==> src/rtl/mem_arb_pkg.sv <==
// Shared types and constants for the memory port arbiter.
package mem_arb_pkg;

   typedef enum logic [1:0] {
      IDLE   = 2'd0,
      ACCESS = 2'd1,
      RESP   = 2'd2
   } arb_state_t;

   localparam logic [1:0] WR_NONE = 2'b00;
   localparam logic [1:0] WR_BYTE = 2'b01;
   localparam logic [1:0] WR_HALF = 2'b10;
   localparam logic [1:0] WR_WORD = 2'b11;

   localparam logic GNT_IF = 1'b0;
   localparam logic GNT_DM = 1'b1;

endpackage

==> src/rtl/mem_arb_wait_cnt.sv <==
// 4-bit loadable down-counter with zero flag; sequences the ACCESS phase.
module mem_arb_wait_cnt (
   input  logic       clk,
   input  logic       rst,
   input  logic       load,
   input  logic [3:0] load_val,
   input  logic       dec,
   output logic       zero
);

   logic [3:0] cnt_q, cnt_d;

   always_comb begin
      cnt_d = cnt_q;
      if (load) begin
         cnt_d = load_val;
      end else if (dec && (cnt_q != 4'd0)) begin
         cnt_d = cnt_q - 4'd1;
      end
   end

   always_ff @(posedge clk) begin
      if (rst) begin
         cnt_q <= 4'd0;
      end else begin
         cnt_q <= cnt_d;
      end
   end

   assign zero = (cnt_q == 4'd0);

endmodule

==> src/rtl/mem_port_arbiter.sv <==
// Shares the single-port data memory between IF fetch and MEM load/store.
// Define MEM_ARB_RR_EN for round-robin arbitration; default is fixed data-over-fetch.
//   state  | meaning
//   IDLE   | no access in flight; arbitrate and latch the winner's command
//   ACCESS | mem_en held MEM_LATENCY cycles from the command regs
//   RESP   | one-cycle valid pulse to the winner
module mem_port_arbiter
   import mem_arb_pkg::*;
#(
   parameter int MEM_LATENCY = 1,
   parameter int ADDR_W      = 32,
   parameter int DATA_W      = 32
) (
   input  logic              clk,
   input  logic              rst,
   input  logic              if_req,
   input  logic [ADDR_W-1:0] if_addr,
   output logic              if_valid,
   output logic [DATA_W-1:0] if_rdata,
   output logic              if_stall,
   input  logic              dm_read,
   input  logic [1:0]        dm_write,
   input  logic [ADDR_W-1:0] dm_addr,
   input  logic [DATA_W-1:0] dm_wdata,
   output logic              dm_valid,
   output logic [DATA_W-1:0] dm_rdata,
   output logic              dm_stall,
   output logic              mem_en,
   output logic [1:0]        mem_we,
   output logic [ADDR_W-1:0] mem_addr,
   output logic [DATA_W-1:0] mem_wdata,
   input  logic [DATA_W-1:0] mem_rdata
);

   arb_state_t        state_q, state_d;
   logic              gnt_q, gnt_d;
   logic              win;
   logic [ADDR_W-1:0] cmd_addr_q, cmd_addr_d;
   logic [DATA_W-1:0] cmd_wdata_q, cmd_wdata_d;
   logic [1:0]        cmd_we_q, cmd_we_d;
   logic [DATA_W-1:0] if_rdata_q, if_rdata_d;
   logic [DATA_W-1:0] dm_rdata_q, dm_rdata_d;
   logic              if_valid_q, if_valid_d;
   logic              dm_valid_q, dm_valid_d;
   logic              dm_req;
   logic              cnt_load, cnt_dec, cnt_zero;

   assign dm_req = dm_read | (dm_write != WR_NONE);

`ifdef MEM_ARB_RR_EN
   logic last_grant_q, last_grant_d;

   // On contention the requester that did not win last time goes first.
   always_comb begin
      win = dm_req ? GNT_DM : GNT_IF;
      if (dm_req && if_req) begin
         win = (last_grant_q == GNT_IF) ? GNT_DM : GNT_IF;
      end
      last_grant_d = last_grant_q;
      if ((state_q == IDLE) && (dm_req || if_req)) begin
         last_grant_d = win;
      end
   end

   always_ff @(posedge clk) begin
      if (rst) begin
         last_grant_q <= GNT_IF;
      end else begin
         last_grant_q <= last_grant_d;
      end
   end
`else
   assign win = dm_req ? GNT_DM : GNT_IF;
`endif

   mem_arb_wait_cnt u_wait_cnt (
      .clk      (clk),
      .rst      (rst),
      .load     (cnt_load),
      .load_val (4'(MEM_LATENCY - 1)),
      .dec      (cnt_dec),
      .zero     (cnt_zero)
   );

   always_comb begin
      state_d     = state_q;
      gnt_d       = gnt_q;
      cmd_addr_d  = cmd_addr_q;
      cmd_wdata_d = cmd_wdata_q;
      cmd_we_d    = cmd_we_q;
      if_rdata_d  = if_rdata_q;
      dm_rdata_d  = dm_rdata_q;
      if_valid_d  = 1'b0;
      dm_valid_d  = 1'b0;
      cnt_load    = 1'b0;
      cnt_dec     = 1'b0;
      case (state_q)
         IDLE: begin
            if (dm_req || if_req) begin
               gnt_d    = win;
               cnt_load = 1'b1;
               state_d  = ACCESS;
               if (win == GNT_DM) begin
                  cmd_addr_d  = dm_addr;
                  cmd_wdata_d = dm_wdata;
                  cmd_we_d    = dm_write;
               end else begin
                  cmd_addr_d  = if_addr;
                  cmd_wdata_d = '0;
                  cmd_we_d    = WR_NONE;
               end
            end
         end
         ACCESS: begin
            if (cnt_zero) begin
               state_d = RESP;
               if (gnt_q == GNT_DM) begin
                  dm_rdata_d = mem_rdata;
                  dm_valid_d = 1'b1;
               end else begin
                  if_rdata_d = mem_rdata;
                  if_valid_d = 1'b1;
               end
            end else begin
               cnt_dec = 1'b1;
            end
         end
         RESP:    state_d = IDLE;
         default: state_d = IDLE;
      endcase
   end

   always_ff @(posedge clk) begin
      if (rst) begin
         state_q     <= IDLE;
         gnt_q       <= GNT_IF;
         cmd_addr_q  <= '0;
         cmd_wdata_q <= '0;
         cmd_we_q    <= WR_NONE;
         if_rdata_q  <= '0;
         dm_rdata_q  <= '0;
         if_valid_q  <= 1'b0;
         dm_valid_q  <= 1'b0;
      end else begin
         state_q     <= state_d;
         gnt_q       <= gnt_d;
         cmd_addr_q  <= cmd_addr_d;
         cmd_wdata_q <= cmd_wdata_d;
         cmd_we_q    <= cmd_we_d;
         if_rdata_q  <= if_rdata_d;
         dm_rdata_q  <= dm_rdata_d;
         if_valid_q  <= if_valid_d;
         dm_valid_q  <= dm_valid_d;
      end
   end

   assign mem_en    = (state_q == ACCESS);
   assign mem_we    = mem_en ? cmd_we_q : WR_NONE;
   assign mem_addr  = cmd_addr_q;
   assign mem_wdata = cmd_wdata_q;
   assign if_valid  = if_valid_q;
   assign dm_valid  = dm_valid_q;
   assign if_rdata  = if_rdata_q;
   assign dm_rdata  = dm_rdata_q;
   assign if_stall  = if_req & ~if_valid_q;
   assign dm_stall  = dm_req & ~dm_valid_q;

endmodule

==> config.mk <==
export PLATFORM = sky130hd
export DESIGN_NAME = mem_port_arbiter
export DESIGN_NICKNAME = d
export VERILOG_FILES = /design/src/rtl/mem_arb_pkg.sv /design/src/rtl/mem_arb_wait_cnt.sv /design/src/rtl/mem_port_arbiter.sv
export SDC_FILE = /design/constraint.sdc
export NUM_CORES = 1
export LEC_CHECK = 0
export ABC_CLOCK_PERIOD_IN_PS = 1500
export BUFFER_PORTS_ARGS = -buffer_cell sky130_fd_sc_hd__buf_4
export CAP_MARGIN = 10
export CORE_MARGIN = 5
export CORE_UTILIZATION = 41
export DETAILED_ROUTE_END_ITERATION = 10
export PLACE_DENSITY = 0.74
export SETUP_SLACK_MARGIN = 0.15
export SYNTH_ARGS = -nofsm -noshare
export SYNTH_HDL_FRONTEND = slang
export SYNTH_SLANG_ARGS = --single-unit
==> constraint.sdc <==
create_clock -name clk -period 1.5 [get_ports clk]
set_input_delay 0.075 -clock clk [delete_from_list [all_inputs] [get_ports clk]]
set_output_delay 0.075 -clock clk [all_outputs]
set_load 0.005 [all_outputs]
; Word level (Yosys, flattened, before mapping)
; Cells that the tools add are included.
; Widths: inputs -> output; s select.
[op_classes]
n_addsub = 1
n_mul = 0
n_div = 0
magnitude_cmp = 0
n_eq_ne = 3
shift = 0
mux = 14
bitwise_logic = 8
reduce_logical = 12
[ops]
columns = operator, n
row1 = $mux 32, 2
row2 = $mux 2, 4
row3 = $mux 1, 7
row4 = $reduce_and 3->1, 2
row5 = $not 1->1, 5
row6 = $logic_not 4->1, 1
row7 = $pmux 2 s2, 1
row8 = $reduce_and 2->1, 2
row9 = $reduce_bool 4->1, 1
row10 = $sub 4x1->4 const B, 1
row11 = $reduce_or 3->1, 1
row12 = $and 1x1->1, 2
row13 = $eq 2x1->1 const B, 1
row14 = $logic_not 2->1, 1
row15 = $ne 2x1->1 const B, 1
row16 = $ne 2x2->1 const B, 1
row17 = $reduce_bool 2->1, 1
row18 = $reduce_or 2->1, 1
row19 = $logic_and 1x1->1, 1
row20 = $logic_or 1x1->1, 1
row21 = $or 1x1->1, 1
[totals]
ff_bits = 139
latch_bits = 0
mem_bits_rw = 0
romBits = 0
in_bits = 134
output_inout_bits = 135
word_cells = 48
mem_count = 0

; Logic depth before layout (Yosys ltp)
; Gate-level depths: netlist of run 1.
[logic_depth]
word_depth = 6
mapped_depth = 7
mapped_depth_nobuf = 5

; Hierarchy
; From an unflattened synthesis of run 1, not the netlist that was laid out.
[unflattened]
cells_unflattened = 674
hier_area_um2 = 5406.4
[modules_own_cells]
columns = mod, instances, cells_each, area_per_inst_um2, seq_area_each_um2
row1 = mem_port_arbiter, 1, 645, 5143.7, 2702.6
row2 = mem_arb_wait_cnt, 1, 29, 262.8, 80.1

; Worst setup path after synthesis of run 1
; OpenSTA, ideal clock, no wires.
[synth_timing]
path_kind = reg2reg
from = reg u_wait_cnt.cnt_q[0]
to = reg dm_rdata_q[10] (netlist: dm_rdata[10])
setup_time_ns = 0.072
t_arrival_ns = 1.505
required_time_ns = 1.428
path_slack_ns = -0.077
stages_incl_launch_ff = 8
path_buffers = 2
synth_period_minus_slack_ns = 1.577
cell_sequence = dfxtp_1 inv_1 ha_1 nor4bb_1 nand3b_1 clkbuf_1 buf_2 mux2i_1
[synth_via]
elab_chain_cells = 2
[synth_rtl]
columns = element, line_no
row1 = "start, declared", mem_arb_wait_cnt.sv:11  ; logic [3:0] cnt_q, cnt_d;
row2 = "start signal, assigned", mem_arb_wait_cnt.sv:26  ; cnt_q <= cnt_d;
row3 = $logic_not 4->1, mem_arb_wait_cnt.sv:30  ; assign zero = (cnt_q == 4'd0);
row4 = $reduce_and 3->1 (no source line), n/a
row5 = "end signal, assigned", mem_port_arbiter.sv:151  ; dm_rdata_q <= dm_rdata_d;
row6 = "end, declared", mem_port_arbiter.sv:42  ; logic [DATA_W-1:0] dm_rdata_q, dm_rdata_d;
; No other way between the ends.
; A chain may end at the register's enable or synchronous reset.

; Worst setup path in the final report of run 1
[layout_timing]
from = reg u_wait_cnt.cnt_q[0]
to = reg dm_rdata_q[20] (netlist: dm_rdata[20])
; Same word-level chain as after synthesis.

==> impl_metrics.yaml, run 1 <==
status:
  outcome: "finished with violations"
  violations: "negative setup slack"
place:
  port_buffers: 268
  gp_congestion: 0.809
  dp_hpwl_um: 12200
layout:
  final_layout_size_suffix_gt1_share_pct: 40.6
  multi_input_area_um2: 2580
  fill_cells: 808
  post-route-util_pct: 76.3
  regArea_um2: 2790
  mostFrequentLayoutCell: "buf_4"
  num_antenna_cells: 0
  final_cell_mix: "buf_4, dfxtp_1, nand2_1"
  nets: 1068
  area_delta_synth_final_pct: 81.1
drt:
  drc_errors: 0
  wirelength_um: 20200
  final_antenna_net_count: 0
  route.detailed.vias_per_inst: 5.20
  drtIter0Drc: 387
  wl_per_cell_um: 18.1
  firstDrtPassIters: 5
  dr_total_vias: 5803
logic_synthesis:
  synth_top_family_by_area: "compound AO/OA/AOI/OAI gates"
  muxShareOfSynthArea_pct: 11.9
  ys_async_sr_fraction_pct: 0
  synth_xor_area_share_pct: 0
  synthesis.area_um2: 5360
  synth_nets: 693
  syn_inst: 558
  synth_ff_type: "dfxtp_1"
  yosysWarningCount: 0
  synth_edf_count: 0
  yosys.area_share.simple_pct: 12.4
  synth_cell_type_count: 35
  avgSynthCellArea_um2: 9.61
  synth-compound-area-share_pct: 19.0
  synthAdderAreaFrac_pct: 0.233
  synth_seq_cells: 139
  yosysSeqAreaShare_pct: 51.9
clock_tree:
  clock-sinks: 139
  cts_tree: "yes"
  cts_buffers: 17
  htreeDepth: 4
  clock_tree.root_cell: "clkbuf_16"
  ctsLongestPathBuffers: 2
  clk_pin_slew_ns: 0.06
  insertion_delay_ns: 0.40
global_routing:
  grt_pass1_vias: 6057
  grt_start_max_net_pins: 72
  grt_usage_pct: 24.1
  grt_antenna_before_repair: 0
  grt.overflow.total: 0
  grt_pass1_wl_um: 30700
sta:
  hold_viol_final: 0
  rsz0062_at_grt: "yes"
  fmax_mhz: 648
  finalClockSkew_ns: 0.00602
  worstMarginPinSlew_ns: 0.345
  setup_slack_ns: -0.0441
  setup_viol: 22
  relSlewSlack_pct: 76.8
  period_share_pct: 103
  fin_crit_ns: 1.54
  report.final.slew_viol_count: 0
setup_path:
  critPathMaxFanout: 8
  setup.worst_path.class: "flip-flop to flip-flop"
  arrival_ns: 1.87
  start_kind: "flip-flop"
  end_kind: "flip-flop"
  worstPathRequired_ns: 1.82
die:
  core_area_um2: 12700
  pin_count: 269
  die_area_um2: 15500
  die_y_um: 124
  start_util_pct: 42.2
  row_count: 41
  die_x_um: 124
pwr:
  leakage_nw: 4.41
  ir_drop_v: 0.000732
  power_density_nw_per_um2: 1050
  power_w: 0.0102
worst_hold_path:
  hold_class: "input pin to flip-flop"
run:
  maxCapViolations: 0
-- where the power goes --
part	internal [W]	leakage (nW)	total, W	switching [W]
Combinational	0.00129	3.00	0.00219	0.000902
Clock	0.00235	0.266	0.00383	0.00148
Sequential	0.00400	1.14	0.00419	0.000192
Total	0.00764	4.41	0.0102	0.00258
-- per-layer routing --
metal	up-vias	track usage, %	part of all wire, %
li1	2743	-	-
met1	2765	26.1	38
met2	243	42.9	52
met3	52	6.73	5.9
met4	0	11.7	3.7
met5	-	0	0
-- kinds of logic after synthesis --
kind of cell | Yosys count
flops | 139
fa+ha+maj | 1
buf+inv | 54
mux | 64
simple gates | 156
compound gates | 144
-- critical path, stage by stage (launching register included) --
cell and delay (ns):
dfxtp_2 0.33, inv_2 0.07, ha_4 0.17, nor4bb_4 0.23, nand3b_1 0.13, buf_6 0.17
clkbuf_16 0.18, mux2i_1 0.18
-- cells in the mapped netlist, types with 2 or more instances --
cell type  number  share of area, %
dfxtp_1       139                52
nor3_2          2              0.37
o21ai_0         6              0.56
and2_1          2              0.23
a211oi_1       64               9.0
mux2i_1        64                12
nor2_1          4              0.28
a21oi_1        38               3.5
or3_1           2              0.23
inv_1           4              0.28
or4_1           2              0.28
buf_2          13               1.2
nand2_1       131               9.2
nor3_1          2              0.19
a22o_1         32               5.2
clkbuf_1       32               2.2
buf_6           3              0.63
-- state kept, by name, summed over array words and instances, names as in the netlist --
register / flops
dm_rdata: 32
if_rdata: 32
mem_addr: 32
mem_wdata: 32
u_wait_cnt.cnt_q: 4
cmd_we_q: 2
state_q: 2
dm_valid: 1
gnt_q: 1
if_valid: 1
-- metrics by stage --
| step | cells | setup slack [ns] | hold slack [ns] | setup TNS (ns) | cell area (um2) |
|---|---|---|---|---|---|
| after floorplan | 558 | 0.0729 | 0.200 | 0 | 5470 |
| after global placement | 967 | 0.0474 | 0.285 | 0 | 7680 |
| after detailed placement | 967 | -0.0396 | 0.291 | -0.0736 | 7680 |
| after CTS | 1107 | 0.0517 | 0.0375 | 0 | 9390 |
| after global routing | 1116 | -0.0949 | 0.0419 | -3.05 | 9710 |
| final | 1116 | -0.0441 | 0.0515 | -0.367 | 9710 |
-- worst paths after layout --
path | to | cells after the start | startpoint | slack, ns
max | dm_rdata[20] | 7 | u_wait_cnt.cnt_q[0] | -0.04
min | mem_addr[27] | 3 | dm_addr[27] | 0.05
max reg2reg | dm_rdata[20] | 7 | u_wait_cnt.cnt_q[0] | -0.04
min reg2reg | if_rdata[22] | 2 | if_rdata[22] | 0.46
-- area by class of cell --
type	count	share of cell area [%]
flip-flops and latches	139	28.7
inverters	5	0.219
well taps	172	2.22
repair buffers	405	36.6
clock buffers	24	5.27
clock inverters	6	0.386
multi-input cells	365	26.6
-- repair_timing --
| action | CTS | global route |
|---|---|---|
| gates cloned | 2 | 5 |
| hold endpoints to repair | 133 | 0 |
| setup endpoints to repair | 98 | 88 |
| pin swaps | 1 | 6 |
| buffers inserted | 9 | 4 |
| hold buffers | 99 | 0 |
| gates resized for setup | 14 | 40 |
Note: power is estimated with default switching activity, not from simulation.
==> run 2: changes to the inputs <==
--- a/config.mk
+++ b/config.mk
@@ -5,12 +5,12 @@
 export SDC_FILE = /design/constraint.sdc
 export NUM_CORES = 1
 export LEC_CHECK = 0
-export ABC_CLOCK_PERIOD_IN_PS = 1500
-export BUFFER_PORTS_ARGS = -buffer_cell sky130_fd_sc_hd__buf_4
+export ABC_CLOCK_PERIOD_IN_PS = 1650
 export CAP_MARGIN = 10
 export CORE_MARGIN = 5
-export CORE_UTILIZATION = 41
+export CORE_UTILIZATION = 60
 export DETAILED_ROUTE_END_ITERATION = 10
+export DONT_BUFFER_PORTS = 1
 export PLACE_DENSITY = 0.74
 export SETUP_SLACK_MARGIN = 0.15
 export SYNTH_ARGS = -nofsm -noshare
==> constraint.sdc (replaced) <==
create_clock -name clk -period 1.65 [get_ports clk]
set_input_delay 0.0825 -clock clk [delete_from_list [all_inputs] [get_ports clk]]
set_output_delay 0.0825 -clock clk [all_outputs]
set_load 0.005 [all_outputs]
==> run 2 against run 1 <==
The flow now stops in 4_1_cts; synthesized cell count stayed put; area after synthesis stayed put.
==> impl_metrics.yaml, run 2 <==
place:
  gp_congestion: 0.782
  dp_hpwl_um: 10100
  port_buffers: 0
logic_synthesis:
  avgSynthCellArea_um2: 9.61
  yosysMostFrequentCell: "dfxtp_1"
  synth_seq_cells: 139
  synth_top_area_cell: "dfxtp_1"
  ys_async_sr_fraction_pct: 0
  synth_xor_area_share_pct: 0
  synth_ff_type: "dfxtp_1"
  synthTopCellsByCount: "dfxtp_1, nand2_1, a211oi_1, mux2i_1, a21oi_1"
  yosys.area_share.simple_pct: 12.4
  synth_cell_type_count: 35
  synth_nets: 693
  syn_inst: 558
  yosysSeqAreaShare_pct: 51.9
  synth_top_family_by_area: "compound AO/OA/AOI/OAI gates"
  synthesis.area_um2: 5360
  synthAdderAreaFrac_pct: 0.233
  yosysWarningCount: 0
  synth_edf_count: 0
  synth-compound-area-share_pct: 19.0
  synth.top_cell.area_share_pct: 51.9
  synthTopCellsByArea: "dfxtp_1, mux2i_1, nand2_1"
  muxShareOfSynthArea_pct: 11.9
status:
  haltStage: "4_1_cts"
  outcome: "stopped before the end"
  tool.error: "[ERROR RSZ-0060] Max buffer count reached."
die:
  row_count: 34
  die_y_um: 105
  die_x_um: 105
  start_util_pct: 61.5
  pin_count: 269
clock_tree:
  clock_tree.root_cell: "clkbuf_8"
  ctsLongestPathBuffers: 2
  cts_setup_buffers: 5
  clock-sinks: 139
  htreeDepth: 4
  cts_buffers: 17
  cts_resized: 15
  hold_buffers: 135
run 2: cells by family after synthesis:
logic type,after synthesis
and+or+nand+nor,156
muxes,64
AOI/OAI and AO/OA,144
DFF,139
adders and majority gates,1
buffers and inverters,54
run 2: stage by stage:
| stage | hold WS, ns | cell area [um2] | utilization, % | setup WS (ns) | std cells |
|---|---|---|---|---|---|
| after floorplan | 0.208 | 5370 | - | 0.115 | 558 |
| after global placement | 0.159 | 5510 | 63.2 | 0.0952 | 636 |
| after detailed placement | 0.161 | 5510 | 63.2 | 0.0113 | 636 |
==> run 3: changes to the inputs <==
--- a/config.mk
+++ b/config.mk
@@ -8,11 +8,10 @@
 export ABC_CLOCK_PERIOD_IN_PS = 1650
 export CAP_MARGIN = 10
 export CORE_MARGIN = 5
-export CORE_UTILIZATION = 60
+export CORE_UTILIZATION = 40
 export DETAILED_ROUTE_END_ITERATION = 10
 export DONT_BUFFER_PORTS = 1
-export PLACE_DENSITY = 0.74
-export SETUP_SLACK_MARGIN = 0.15
+export PLACE_DENSITY_LB_ADDON = 0.15
 export SYNTH_ARGS = -nofsm -noshare
 export SYNTH_HDL_FRONTEND = slang
 export SYNTH_SLANG_ARGS = --single-unit
==> run 3 against run 2 <==
The run now ends clean.
==> impl_metrics.yaml, run 3 (synthesis gave the netlist of run 1 again) <==
status:
  outcome: "completed"
setup_path:
  worstPathRequired_ns: 1.93
  end_kind: "flip-flop"
  crit_path_cell_trace: "or2_2 > buf_12 > a211oi_1 > a211oi_1"
  critPathMostFrequentCell: "a211oi_1"
  slowest_stage: "or2_2"
  timing.critical_path.buf_inv: 1
  worst_path_largest_cell_delay_ns: 0.45
  crit_family: "simple AND/OR/NAND/NOR gates"
  arrival_ns: 1.89
  critPathMaxFanout: 22
  setup.worst_path.class: "flip-flop to flip-flop"
  start_kind: "flip-flop"
layout:
  multi_input_area_um2: 2410
  regArea_um2: 2780
  final_layout_size_suffix_gt1_share_pct: 9.96
  area_delta_synth_final_pct: 44.2
  final_cell_mix: "dfxtp_1, nand2_1, dlygate4sd3_1"
  mostFrequentLayoutCell: "dfxtp_1"
  num_antenna_cells: 0
  fill_cells: 1087
  nets: 815
worst_hold_path:
  hold_class: "input pin to flip-flop"
global_routing:
  grt.overflow.total: 0
  grt_pass1_vias: 4885
  grt_start_max_net_pins: 57
  grt_usage_pct: 20.6
  grt_antenna_before_repair: 0
  grt_pass1_wl_um: 26500
pwr:
  seq_power_share_pct: 41.7
  clock_power_share_pct: 45.7
  leakage_nw: 3.10
  switching_share_pct: 23.8
  switchingPower_w: 0.00221
  power_density_nw_per_um2: 1210
  p_comb_share_pct: 12.6
  p_int_w: 0.00710
  ir_drop_v: 0.000670
place:
  dp_hpwl_um: 10300
  gp_congestion: 0.840
  pre_cts_slack_ns: 0.0407
  port_buffers: 0
die:
  die_x_um: 126
  pin_count: 269
  row_count: 42
  die_y_um: 126
  start_util_pct: 40.7
  die_area_um2: 15800
  core_area_um2: 13200
sta:
  period_share_pct: 97.5
  finalSetupTns_ns: 0
  setup_viol: 0
  fmax_mhz: 621
  worstMarginPinSlew_ns: 0.493
  finalClockSkew_ns: 0.0108
  report.final.slew_viol_count: 0
  relSlewSlack_pct: 66.8
  fin_crit_ns: 1.61
  hold_viol_final: 0
  setup_slack_ns: 0.0409
run:
  maxCapViolations: 0
clock_tree:
  clock_tree.root_cell: "clkbuf_16"
  cts_tree: "yes"
  htreeDepth: 4
  clk_pin_slew_ns: 0.06
  clock-sinks: 139
  cts_buffers: 17
  insertion_delay_ns: 0.41
  ctsLongestPathBuffers: 2
drt:
  wl_met2_um: 8350
  drtIter0Drc: 313
  firstDrtPassIters: 6
  wl_per_cell_um: 19.7
  drc_errors: 0
  routed.top_layer: "met4"
  route.detailed.vias_per_inst: 5.50
  wl_met3_um: 1760
  final_antenna_net_count: 0
  wirelength_um: 17100
  dr_total_vias: 4777
  wl_met1_um: 6440
## run 3: area by class of cell
class / instances / area share [%]
clock buffers: 22 / 6.26
clock inverters: 10 / 2.41
inverters: 5 / 0.243
multi-input cells: 365 / 31.2
flip-flops and latches: 139 / 36.0
well taps: 176 / 2.85
repair buffers: 152 / 21.1
## run 3: repair_timing
item / CTS / global route
buffers inserted: 0 / 2
gates resized for setup: 0 / 7
endpoints found under the setup margin: 0 / 70
hold endpoints to repair: 134 / 0
hold buffers: 128 / 0
## run 3: power by group through the flow
| stage | Clock (W) | Combinational (W) | Sequential, W |
|---|---|---|---|
| floorplan | 0 | 0.000642 | 0.00386 |
| global placement | 0 | 0.000782 | 0.00395 |
| detailed placement | 0 | 0.000809 | 0.00395 |
| CTS | 0.00433 | 0.00108 | 0.00388 |
| global route | 0.00448 | 0.00128 | 0.00391 |
| finish | 0.00426 | 0.00118 | 0.00388 |
## run 3: final timing paths
| check | startpoint | to | slack [ns] | cells past startpoint |
|---|---|---|---|---|
| min | dm_addr[25] | mem_addr[25] | 0.03 | 2 |
| max reg2reg | state_q[1] | mem_addr[18] | 0.04 | 4 |
| min reg2reg | cmd_we_q[0] | cmd_we_q[0] | 0.48 | 2 |
| max | state_q[1] | mem_addr[18] | 0.04 | 4 |
## run 3: through the flow
stage	total power [W]	hold WS (ns)	cell area (um2)	cells	utilization, %
floorplan	0.00450	0.208	5360	558	-
global placement	0.00473	0.161	5600	703	42.4
detailed placement	0.00476	0.163	5600	703	42.4
CTS	0.00929	0.00459	7560	863	57.3
global route	0.00967	0.0246	7730	869	58.6
finish	0.00932	0.0268	7730	869	58.6
## run 3: per-layer routing
layer,track usage [%],up-vias
met5,0,-
met4,10.1,0
met3,9.53,47
met2,33.9,264
met1,22.4,2231
li1,-,2235
==> run 4: changes to the inputs <==
--- a/config.mk
+++ b/config.mk
@@ -5,13 +5,14 @@
 export SDC_FILE = /design/constraint.sdc
 export NUM_CORES = 1
 export LEC_CHECK = 0
+export ABC_AREA = 1
 export ABC_CLOCK_PERIOD_IN_PS = 1650
 export CAP_MARGIN = 10
 export CORE_MARGIN = 5
-export CORE_UTILIZATION = 40
+export CORE_UTILIZATION = 62
 export DETAILED_ROUTE_END_ITERATION = 10
 export DONT_BUFFER_PORTS = 1
-export PLACE_DENSITY_LB_ADDON = 0.15
+export PLACE_DENSITY = 0.89
 export SYNTH_ARGS = -nofsm -noshare
 export SYNTH_HDL_FRONTEND = slang
 export SYNTH_SLANG_ARGS = --single-unit
==> run 4 against run 3 <==
Die area fell by 32%; clock skew increased by 0.0017 ns; highest routed layer unchanged; setup slack improved by 0.041 ns.
==> impl_metrics.yaml, run 4 <==
status:
  outcome: "completed"
setup_path:
  crit_path_cell_trace: "dlygate4sd3_1 > nor2_2 > nand2_2 > inv_2 > buf_12 > nand2_1 > nand2_1 > dlygate4sd3_1 > nor2_1 > nor2_1"
  arrival_ns: 2.01
  start_kind: "input pin"
  setup.worst_path.class: "input pin to flip-flop"
  end_kind: "flip-flop"
  slowest_stage: "dlygate4sd3_1"
  worst_path_largest_cell_delay_ns: 0.56
  worstPathRequired_ns: 2.09
  critPathMaxFanout: 17
drt:
  firstDrtPassIters: 9
  drtIter0Drc: 488
  dr_total_vias: 6031
  wirelength_um: 20200
  drc_errors: 0
  final_antenna_net_count: 0
  wl_per_cell_um: 19.4
  route.detailed.vias_per_inst: 5.80
layout:
  mostFrequentLayoutCell: "nand2_1"
  nets: 1052
  final_layout_size_suffix_gt1_share_pct: 6.02
  fill_cells: 425
  area_delta_synth_final_pct: 37.4
  final_cell_mix: "nand2_1, nor2_1, dfxtp_1"
pwr:
  leakage_nw: 3.53
  ir_drop_v: 0.000803
  seq_power_share_pct: 42.8
  p_int_w: 0.00678
  power_density_nw_per_um2: 1250
  switching_share_pct: 28.0
  clock_power_share_pct: 43.3
  p_comb_share_pct: 13.9
  switchingPower_w: 0.00263
logic_synthesis:
  yosysSeqAreaShare_pct: 50.8
  synth_seq_cells: 139
  synthesis.area_um2: 5480
  yosysMostFrequentCell: "nand2_1"
  synth_cell_type_count: 20
  syn_inst: 800
  synthTopCellsByArea: "dfxtp_1, nand2_1, nor2_1"
  synth_top_area_cell: "dfxtp_1"
  ys_async_sr_fraction_pct: 0
  synth_edf_count: 0
  synth.top_cell.area_share_pct: 50.8
  avgSynthCellArea_um2: 6.85
  yosysWarningCount: 0
  synth_nets: 935
  synth_ff_type: "dfxtp_1"
  synthTopCellsByCount: "nand2_1, nor2_1, dfxtp_1"
place:
  port_buffers: 0
  dp_hpwl_um: 10300
  gp_congestion: 0.899
global_routing:
  grt_pass1_wl_um: 32200
  grt_usage_pct: 36.5
  grt_start_max_net_pins: 69
  grt_antenna_before_repair: 0
  grt.overflow.total: 0
  grt_pass1_vias: 6253
sta:
  report.final.slew_viol_count: 0
  fin_crit_ns: 1.57
  relSlewSlack_pct: 61.5
  rsz0062_at_grt: "no"
  worstMarginPinSlew_ns: 0.578
  finalSetupTns_ns: 0
  finalHoldWorstSlack_ns: 0.0655
  setup_viol: 0
  hold_viol_final: 0
  period_share_pct: 95.0
  finalClockSkew_ns: 0.0124
  fmax_mhz: 638
die:
  die_y_um: 104
  row_count: 34
  core_area_um2: 8680
  die_x_um: 104
  start_util_pct: 63.1
  pin_count: 269
  die_area_um2: 10800
clock_tree:
  insertion_delay_ns: 0.51
  clock-sinks: 139
  cts_tree: "yes"
  cts_buffers: 17
  clk_pin_slew_ns: 0.06
  htreeDepth: 4
  ctsLongestPathBuffers: 2
  cts_setup_buffers: 0
  clock_tree.root_cell: "clkbuf_8"
run:
  maxCapViolations: 0
worst_hold_path:
  hold_class: "input pin to flip-flop"
-- run 4: changes by cell type after synthesis, moves of 6 or more --
cell,previous run,this run
clkbuf_1,32,13
nor2_1,4,207
o21ai_1,0,6
nand3_1,1,34
o21ai_0,6,61
buf_2,13,22
nand2_1,131,247
mux2i_1,64,0
inv_1,4,46
a21oi_1,38,3
a22o_1,32,0
a211oi_1,64,0
-- run 4: cell families after synthesis --
family          share of synthesized area (%)
fa+ha+maj                               0.228
simple gates                             35.0
buf+inv                                  7.44
xor+xnor                                0.160
compound gates                           6.39
flops                                    50.8
-- run 4: routing by layer --
metal	routed length, um	global-route usage, %	up-vias
met1	6650	37.6	2716
li1	-	-	2678
met4	1470	25.8	0
met2	9630	59.1	495
met3	2420	16.1	142
met5	0	0	-
-- run 4: per-stage QoR --
step / area, um2 / total power, W / std cells / utilization [%] / worst slack [ns]
global placement: 5500 / 0.00489 / 873 / 63.4 / 0.145
finish: 7530 / 0.00941 / 1039 / 86.8 / 0.0823
CTS: 7460 / 0.00924 / 1037 / 85.9 / 0.0196
global route: 7530 / 0.00978 / 1038 / 86.7 / 0.00814
floorplan: 5480 / 0.00472 / 800 / - / 0.313
detailed placement: 5500 / 0.00496 / 873 / 63.4 / 0.0102
-- run 4: layout make-up --
type / count / area, um2 / share of cell area [%]
Multi-Input combinational cell: 565 / 2310 / 30.6
Clock buffer: 19 / 432 / 5.73
Sequential cell: 139 / 2780 / 37.0
Inverter: 51 / 201 / 2.68
Clock inverter: 13 / 204 / 2.71
Timing Repair Buffer: 143 / 1470 / 19.5
Antenna cell: 1 / 2.50 / 0.0332
Tap cell: 108 / 135 / 1.79
-- run 4: final timing paths --
check	from	endpoint	slack, ns	depth (start not counted)
max	dm_write[0]	mem_addr[11]	0.08	10
min	if_req	u_wait_cnt.cnt_q[3]	0.07	5
max reg2reg	u_wait_cnt.cnt_q[0]	if_rdata[5]	0.14	8
min reg2reg	mem_wdata[19]	mem_wdata[19]	0.47	2
-- run 4: repair_timing --
| item | in CTS | in global routing |
|---|---|---|
| endpoints found under the hold margin | 137 | 0 |
| hold buffers | 132 | 0 |
| resized for setup | 1 | 17 |
| gates cloned | 0 | 1 |
| setup endpoints to repair | 2 | 54 |
-- run 4: critical path, delay by kind of cell --
family | cells | cell delay, ns
buffers and inverters | 4 | 1.39
AND/OR/NAND/NOR | 6 | 0.52
-- run 4: power groups by stage --
stage / Clock [W] / Combinational [W] / Sequential (W)
finish: 0.00407 / 0.00131 / 0.00403
global route: 0.00427 / 0.00146 / 0.00405
CTS: 0.00408 / 0.00116 / 0.00400
detailed placement: 0 / 0.000890 / 0.00407
global placement: 0 / 0.000833 / 0.00406
floorplan: 0 / 0.000751 / 0.00396
